**config.mk**
```make
export PLATFORM = sky130hd
export DESIGN_NAME = uart_rx
export DESIGN_NICKNAME = d
export VERILOG_FILES = /design/src/rtl/uart_rx.sv
export SDC_FILE = /design/constraint.sdc
export NUM_CORES = 1
export LEC_CHECK = 0
export BUFFER_PORTS_ARGS = -buffer_cell sky130_fd_sc_hd__buf_2
export CORE_ASPECT_RATIO = 0.6
export CORE_MARGIN = 2
export CORE_UTILIZATION = 57
export CTS_BUF_LIST = sky130_fd_sc_hd__clkbuf_16
export CTS_CLUSTER_SIZE = 10
export DETAILED_ROUTE_END_ITERATION = 10
export PLACE_DENSITY = 0.78
export SLEW_MARGIN = 20
export SYNTH_ARGS = -nofsm -noshare
export SYNTH_HDL_FRONTEND = slang
export SYNTH_SLANG_ARGS = --single-unit
```
**constraint.sdc**
```tcl
create_clock -name clk -period 2.02 [get_ports clk]
set_clock_uncertainty 0.2 [all_clocks]
set_input_delay 0.202 -clock clk [delete_from_list [all_inputs] [get_ports clk]]
set_output_delay 0.202 -clock clk [all_outputs]
set_load 0.05 [all_outputs]
```
**src/rtl/uart_rx.sv**
```systemverilog
// uart_rx: 16x-oversampling asynchronous serial receiver.
// Recovers start / data / optional parity / stop frames from rxd, samples
// each bit at its midpoint, and hands every byte to the sink as a one-clock
// strobe with framing and parity status.

`timescale 1ns/1ps

module uart_rx #(
   parameter int DATA_BITS  = 8,
   parameter bit PARITY_EN  = 1'b0,
   parameter bit PARITY_ODD = 1'b0
) (
   input  logic       clk,
   input  logic       rst_n,
   input  logic       clk_bps16,
   input  logic       rxd,
   output logic [7:0] rx_data,
   output logic       rx_valid,
   output logic       rx_frame_err,
   output logic       rx_parity_err,
   output logic       rx_busy
);

   typedef enum logic [2:0] {
      IDLE,
      START,
      DATA,
      PARITY,
      STOP,
      BREAK
   } state_t;

   localparam logic [2:0] LAST_BIT = 3'(DATA_BITS - 1);
   localparam logic [3:0] MID_START = 4'd7;
   localparam logic [3:0] MID_BIT = 4'd15;

   // Synchroniser and edge-detect flops
   logic rxd_meta;
   logic rxd_s;
   logic bps_meta;
   logic bps_sync;
   logic bps_prev;
   logic tick;

   // FSM and datapath state
   state_t                 state_q;
   state_t                 state_nx;
   logic [3:0]             tick_cnt_q;
   logic [3:0]             tick_cnt_nx;
   logic [2:0]             bit_cnt_q;
   logic [2:0]             bit_cnt_nx;
   logic [DATA_BITS-1:0]   shift_q;
   logic [DATA_BITS-1:0]   shift_nx;
   logic                   par_q;
   logic                   par_nx;
   logic                   done;
   logic [7:0]             data_ext;
   logic                   parity_bad;

   // Bring the asynchronous serial line into the clk domain; the idle level
   // of the line is high, so the flops come out of reset high to avoid a
   // phantom start bit.
   always_ff @(posedge clk or negedge rst_n) begin
      if (!rst_n) begin
         rxd_meta <= 1'b1;
         rxd_s    <= 1'b1;
      end else begin
         rxd_meta <= rxd;
         rxd_s    <= rxd_meta;
      end
   end

   // Synchronise the oversample clock and turn each of its rising edges into
   // a single-cycle tick, three clocks after the input edge.
   always_ff @(posedge clk or negedge rst_n) begin
      if (!rst_n) begin
         bps_meta <= 1'b0;
         bps_sync <= 1'b0;
         bps_prev <= 1'b0;
         tick     <= 1'b0;
      end else begin
         bps_meta <= clk_bps16;
         bps_sync <= bps_meta;
         bps_prev <= bps_sync;
         tick     <= bps_sync & ~bps_prev;
      end
   end

   // FSM state, oversample counter, bit counter and shift register.
   always_ff @(posedge clk or negedge rst_n) begin
      if (!rst_n) begin
         state_q    <= IDLE;
         tick_cnt_q <= '0;
         bit_cnt_q  <= '0;
         shift_q    <= '0;
         par_q      <= 1'b0;
      end else begin
         state_q    <= state_nx;
         tick_cnt_q <= tick_cnt_nx;
         bit_cnt_q  <= bit_cnt_nx;
         shift_q    <= shift_nx;
         par_q      <= par_nx;
      end
   end

   // Next-state logic. Nothing moves except in tick cycles, so a stalled
   // oversample clock simply freezes the receiver where it is. Data bits
   // are sampled on the sixteenth tick after the previous sample point,
   // which lands in the middle of each bit because the start bit was
   // qualified at its own midpoint.
   always_comb begin
      state_nx    = state_q;
      tick_cnt_nx = tick_cnt_q;
      bit_cnt_nx  = bit_cnt_q;
      shift_nx    = shift_q;
      par_nx      = par_q;
      done        = 1'b0;

      if (tick) begin
         unique case (state_q)
            IDLE: begin
               if (!rxd_s) begin
                  state_nx    = START;
                  tick_cnt_nx = '0;
               end
            end

            START: begin
               if (tick_cnt_q == MID_START) begin
                  tick_cnt_nx = '0;
                  bit_cnt_nx  = '0;
                  state_nx    = rxd_s ? IDLE : DATA;
               end else begin
                  tick_cnt_nx = tick_cnt_q + 4'd1;
               end
            end

            DATA: begin
               tick_cnt_nx = tick_cnt_q + 4'd1;
               if (tick_cnt_q == MID_BIT) begin
                  shift_nx = {rxd_s, shift_q[DATA_BITS-1:1]};
                  if (bit_cnt_q == LAST_BIT) begin
                     bit_cnt_nx = '0;
                     state_nx   = PARITY_EN ? PARITY : STOP;
                  end else begin
                     bit_cnt_nx = bit_cnt_q + 3'd1;
                  end
               end
            end

            PARITY: begin
               tick_cnt_nx = tick_cnt_q + 4'd1;
               if (tick_cnt_q == MID_BIT) begin
                  par_nx   = rxd_s;
                  state_nx = STOP;
               end
            end

            STOP: begin
               tick_cnt_nx = tick_cnt_q + 4'd1;
               if (tick_cnt_q == MID_BIT) begin
                  done     = 1'b1;
                  state_nx = rxd_s ? IDLE : BREAK;
               end
            end

            BREAK: begin
               if (rxd_s) begin
                  state_nx = IDLE;
               end
            end

            default: begin
               state_nx = IDLE;
            end
         endcase
      end
   end

   // Zero-extend the received word and work out the parity verdict for the
   // frame that is about to be reported.
   always_comb begin
      data_ext                = '0;
      data_ext[DATA_BITS-1:0] = shift_q;
      parity_bad              = PARITY_EN && ((^shift_q) ^ par_q ^ PARITY_ODD);
   end

   // Output register: one-clock strobe with the frame result. rx_data keeps
   // the last byte between frames while the error flags drop with the strobe.
   always_ff @(posedge clk or negedge rst_n) begin
      if (!rst_n) begin
         rx_data       <= '0;
         rx_valid      <= 1'b0;
         rx_frame_err  <= 1'b0;
         rx_parity_err <= 1'b0;
      end else if (done) begin
         rx_data       <= data_ext;
         rx_valid      <= 1'b1;
         rx_frame_err  <= ~rxd_s;
         rx_parity_err <= parity_bad;
      end else begin
         rx_valid      <= 1'b0;
         rx_frame_err  <= 1'b0;
         rx_parity_err <= 1'b0;
      end
   end

   assign rx_busy = (state_q != IDLE);

endmodule

```
# == Yosys cells after proc, flatten, opt, wreduce, memory -nomap -nowiden ==
# Cells that the tools add are included.
# totals
register_bits,34
inputBits,4
out_inout_bits,12
word_cells,64
# classes
add_sub_neg,2
n_eq_ne,15
mux,22
bitwise_logic,3
reduce_logical,9
# ops
cell,count
$mux 3,11
$pmux 3 s6,1
$ne 2x2->1 const B,7
$pmux 4 s3,1
$eq 3x3->1 const B,3
$mux 4,2
$reduce_and 8->1,1
$eq 3x2->1 const B,2
$pmux 3 s2,1
$reduce_and 3->1,2
$reduce_bool 3->1,2
$mux 1,5
$add 4x1->4 const B,1
$eq 4x3->1 const B,1
$eq 4x4->1 const B,1
$reduce_and 4->1,1
$add 3x1->3 const B,1
$eq 3x1->1 const B,1
$logic_not 3->1,1
$reduce_or 3->1,1
$mux 2,1
$not 1->1,2
$reduce_bool 2->1,1
$and 1x1->1,1

# == Depth between registers and ports, before layout ==
# logic_depth
word_depth,5
ltp_mapped,5
depth_no_buf,5

# == Worst setup path before layout ==
# Ideal clock, no wire load.
# synth_timing
path_type,flip-flop to flip-flop
startpoint,register tick_cnt_q[0]
endpoint,"register shift_q[0], in the netlist data_ext[0]"
setup_time_ps,125
arrival_ps,1455
t_required_ps,1695
setup_slack_ps,240
stages_incl_launch_ff,5
period_less_slack_ps,1780
path_cell_list,dfrtp_1 -> ha_1 -> nand4_1 -> nor3_4 -> mux2_2
# synth_via
elab_chain_len,2
# synth_rtl
item,line,text
start: declaration,48,logic [3:0] tick_cnt_q;
start signal: assignment,99,tick_cnt_q <= tick_cnt_nx;
$eq 4x4->1,140,if (tick_cnt_q == MID_BIT) begin
$reduce_and 3->1 (no line),-,
end signal: assignment,101,shift_q <= shift_nx;
end: declaration,52,logic [DATA_BITS-1:0] shift_q;
# No other way between the ends.
# A chain may end at the register's enable or synchronous reset.

# == Worst setup path in the final report ==
# layout_timing
startpoint,register state_q[0]
endpoint,register tick_cnt_q[0]
# layout_via
elab_chain_len,4
# layout_rtl
item,line,text
start: declaration,46,state_t state_q;
start signal: assignment,98,state_q <= state_nx;
$eq 3x3->1 / $eq 3x2->1 (equally long branches),120,unique case (state_q)
$reduce_or 3->1 (no line),-,
$reduce_bool 3->1 (no line),-,
$reduce_and 3->1 (no line),-,
# Parallel ways exist; a longest one is shown, timed or not.

==> results.sh <==
export IMPL_status="finished, final reports clean"
export IMPL_finalMaxSlewViolations=0
export IMPL_drive_gt1_share_pct=38.2
export IMPL_antenna_found_initial=0
export IMPL_post_route_util_pct=73.5
export IMPL_max_stage_delay_ps=550
export IMPL_gp_congestion=0.963
export IMPL_worst_slew_pin_slew_ps=735
export IMPL_path_class="flip-flop to flip-flop"
export IMPL_syn_avg_cell_area_um2=12.4
export IMPL_syn_area_um2=1530
export IMPL_grt_pass1_wl_um=4760
export IMPL_worstSkewPairLatency_ps=270
export IMPL_period_share_pct=95.1
export IMPL_crit_path_top_delay_cell="or4b_1"
export IMPL_hold_ws_ps=161
export IMPL_setup_violations_final=0
export IMPL_mostFrequentLayoutCells="32 x dfrtp_1, 17 x mux2_2, 14 x buf_2"
export IMPL_drt_first_pass_iters=4
export IMPL_grtUsageTotal_pct=20.8
export IMPL_cts_htree_levels=2
export IMPL_max_freq_mhz=520
export IMPL_cp_max_fo=8
export IMPL_start_util_pct=60.7
export IMPL_cts_sinks=34
export IMPL_swShare_pct=29.7
export IMPL_yosysUniqueCellTypes=36
export IMPL_cp_required_ps=1960
export IMPL_drc_errors=0
export IMPL_clkTransAtPathRegs_ps=50
export IMPL_cts_path_max_buffers=2
export IMPL_end_kind="flip-flop"
export IMPL_wl_per_cell_um=15.7
export IMPL_dp_hpwl_um=2010
export IMPL_power_internal_w=0.00132
export IMPL_maxCapViolCount=0
export IMPL_slew_headroom_pct=51.0
export IMPL_viasPerCell=5.68
export IMPL_core_area_um2=2520
export IMPL_grt_overflow=0
export IMPL_hold_violations=0
export IMPL_die_w_um=70.9
export IMPL_syn_nets=131
export IMPL_syn_instance_count=124
export IMPL_dp_worst_setup_slack_ps=55.7
export IMPL_comb_power_share_pct=18.9
export IMPL_power_density_nw_per_um2=1010
export IMPL_ant_nets=0
export IMPL_yosys_register_bits=34
export IMPL_use_met1_pct=31.7
export IMPL_ir_worst_vdd_uv=537
export IMPL_root_buffer="clkbuf_16"
export IMPL_final_common_cell="dfrtp_1"
export IMPL_port_buffers=14
export IMPL_ff2ff_path_depth=4
export IMPL_leakage_nw=0.908
export IMPL_rsz0062_at_grt="no"
export IMPL_num_vias=1046
export IMPL_grt_busiest_layer="met1"
export IMPL_power_frac_seq_pct=43.2
export IMPL_setup_ws_ps=98.3
export IMPL_final_cell_area_um2=1850
export IMPL_grt_max_degree=35
export IMPL_yosysWarnings=0
export IMPL_cp_cell_sequence="or4b_1 -> o211ai_1 -> nand2b_1 -> o21ai_0"
export IMPL_area_growth_pct=21.0
export IMPL_die_h_um=44.2
export IMPL_fin_nets=158
export IMPL_finalWirelength_um=2890
export IMPL_rows=14
export IMPL_clkPwrFrac_pct=37.8
export IMPL_p_sw_w=0.000558
export IMPL_worstSetupStartpointType="flip-flop"
export IMPL_tritoncts="yes"
export IMPL_n_antenna_cell=0
export IMPL_grt_met2_usage_pct=28.6
export IMPL_cts_buffers=5
export IMPL_drtIter0Drc=81
export IMPL_fin_crit_ps=1920
export IMPL_die_area_um2=3130
export IMPL_grt_pass1_vias=959
export IMPL_place_area_um2=1650
export IMPL_min_path_type="flip-flop to flip-flop"
export IMPL_crit_arrival_ps=1860
export IMPL_min_path_cells=0
export IMPL_setup_tns_ps=0
export IMPL_top_level_ports=16
export IMPL_grt_util_met3_pct=6.61
export IMPL_yosysSeqAreaShare_pct=55.7
==> path summary, 6_finish.rpt <==
check                            from       endpoint  slack, ps
max                        state_q[0]  tick_cnt_q[0]        100
min                          rxd_meta          rxd_s        160
max reg2reg                state_q[0]  tick_cnt_q[0]        100
min reg2reg                  rxd_meta          rxd_s        160
max in group asynchronous       rst_n   rx_frame_err        820
min in group asynchronous       rst_n  tick_cnt_q[0]        330
==> power by group through the flow <==
stage	clock network, W	registers, W	logic (W)
after global routing	0.000755	0.000818	0.000391
after floorplan	0	0.000773	0.000274
after detailed placement	0	0.000812	0.000338
final	0.000710	0.000811	0.000356
after global placement	0	0.000806	0.000320
after CTS	0.000729	0.000801	0.000342
==> synth_stat cells <==
master / number / share of area (%)
a211oi_1: 1 / 0.49
a211oi_4: 1 / 1.3
a21oi_1: 6 / 2.0
a31o_2: 1 / 0.57
and4_1: 1 / 0.57
and4bb_2: 1 / 0.82
buf_2: 3 / 0.98
buf_4: 3 / 1.5
conb_1: 1 / 0.24
dfrtp_1: 32 / 52
dfstp_2: 2 / 3.4
ha_1: 3 / 2.5
inv_1: 7 / 1.7
mux2_2: 17 / 12
mux2i_1: 5 / 3.3
nand2_1: 6 / 1.5
nand2b_1: 2 / 0.82
nand3_1: 3 / 0.98
nand3_2: 1 / 0.65
nand4_1: 2 / 0.82
nor2_1: 5 / 1.2
nor2b_1: 1 / 0.41
nor3_1: 1 / 0.33
nor3_4: 1 / 1.1
nor4_1: 1 / 0.41
o211ai_1: 1 / 0.49
o21a_1: 1 / 0.49
o21ai_0: 6 / 2.0
o21bai_1: 1 / 0.49
o22ai_1: 2 / 0.82
o31ai_1: 1 / 0.49
o41ai_1: 1 / 0.57
or2b_1: 1 / 0.49
or3_4: 1 / 0.74
or3b_2: 1 / 0.57
or4b_1: 1 / 0.65
==> metrics by stage <==
step,instances,total power [W]
after detailed placement,170,0.00115
final,184,0.00188
after floorplan,124,0.00105
after CTS,181,0.00187
after global routing,184,0.00196
after global placement,170,0.00113
==> per-layer routing <==
metal / wire length, um / vias to the layer above
met2: 1310 / 38
met1: 1370 / 509
met5: 0 / -
li1: - / 497
met4: 8 / 0
met3: 212 / 2
==> critical path, delay by kind of cell, from the launching register on <==
family             cells  cell delay (ps)
AOI/OAI and AO/OA      2              350
DFF                    1              480
and+or+nand+nor        2              770
==> logic make-up (layout without fill, tap and decap cells) <==
| kind of cell | Yosys count | count (layout) | synth area share [%] |
|---|---|---|---|
| flip-flops | 34 | 34 | 55.7 |
| other | 1 | 1 | 0.245 |
| multiplexers | 22 | 22 | 15.8 |
| AO/OA/AOI/OAI | 22 | 22 | 9.64 |
| buffers and inverters | 13 | 41 | 4.17 |
| AND/OR/NAND/NOR | 29 | 29 | 12.0 |
| adder cells (fa/ha/maj) | 3 | 3 | 2.45 |
==> sequential cells by signal, indices dropped and copies added (netlist names), 3 cells and up <==
signal / cells
state_q: 3
rx_data: 8
data_ext: 8
tick_cnt_q: 4
bit_cnt_q: 3
==> repair_timing <==
item                       in CTS  in global routing
gates resized for setup         0                  3
setup buffers                   0                  3
hold endpoints to repair       34                  0
hold buffers                    3                  0
setup endpoints to repair       0                 11
==> cell type report <==
type | count | area (um^2)
sequential | 34 | 853
clock buffer | 5 | 125
tap | 32 | 40.0
fill | 183 | 669
multi-input combinational | 77 | 624
clock inverter | 3 | 16.3
timing repair buffer | 26 | 168
inverter | 7 | 26.3
No activity file was read; power rests on OpenSTA's default activity.
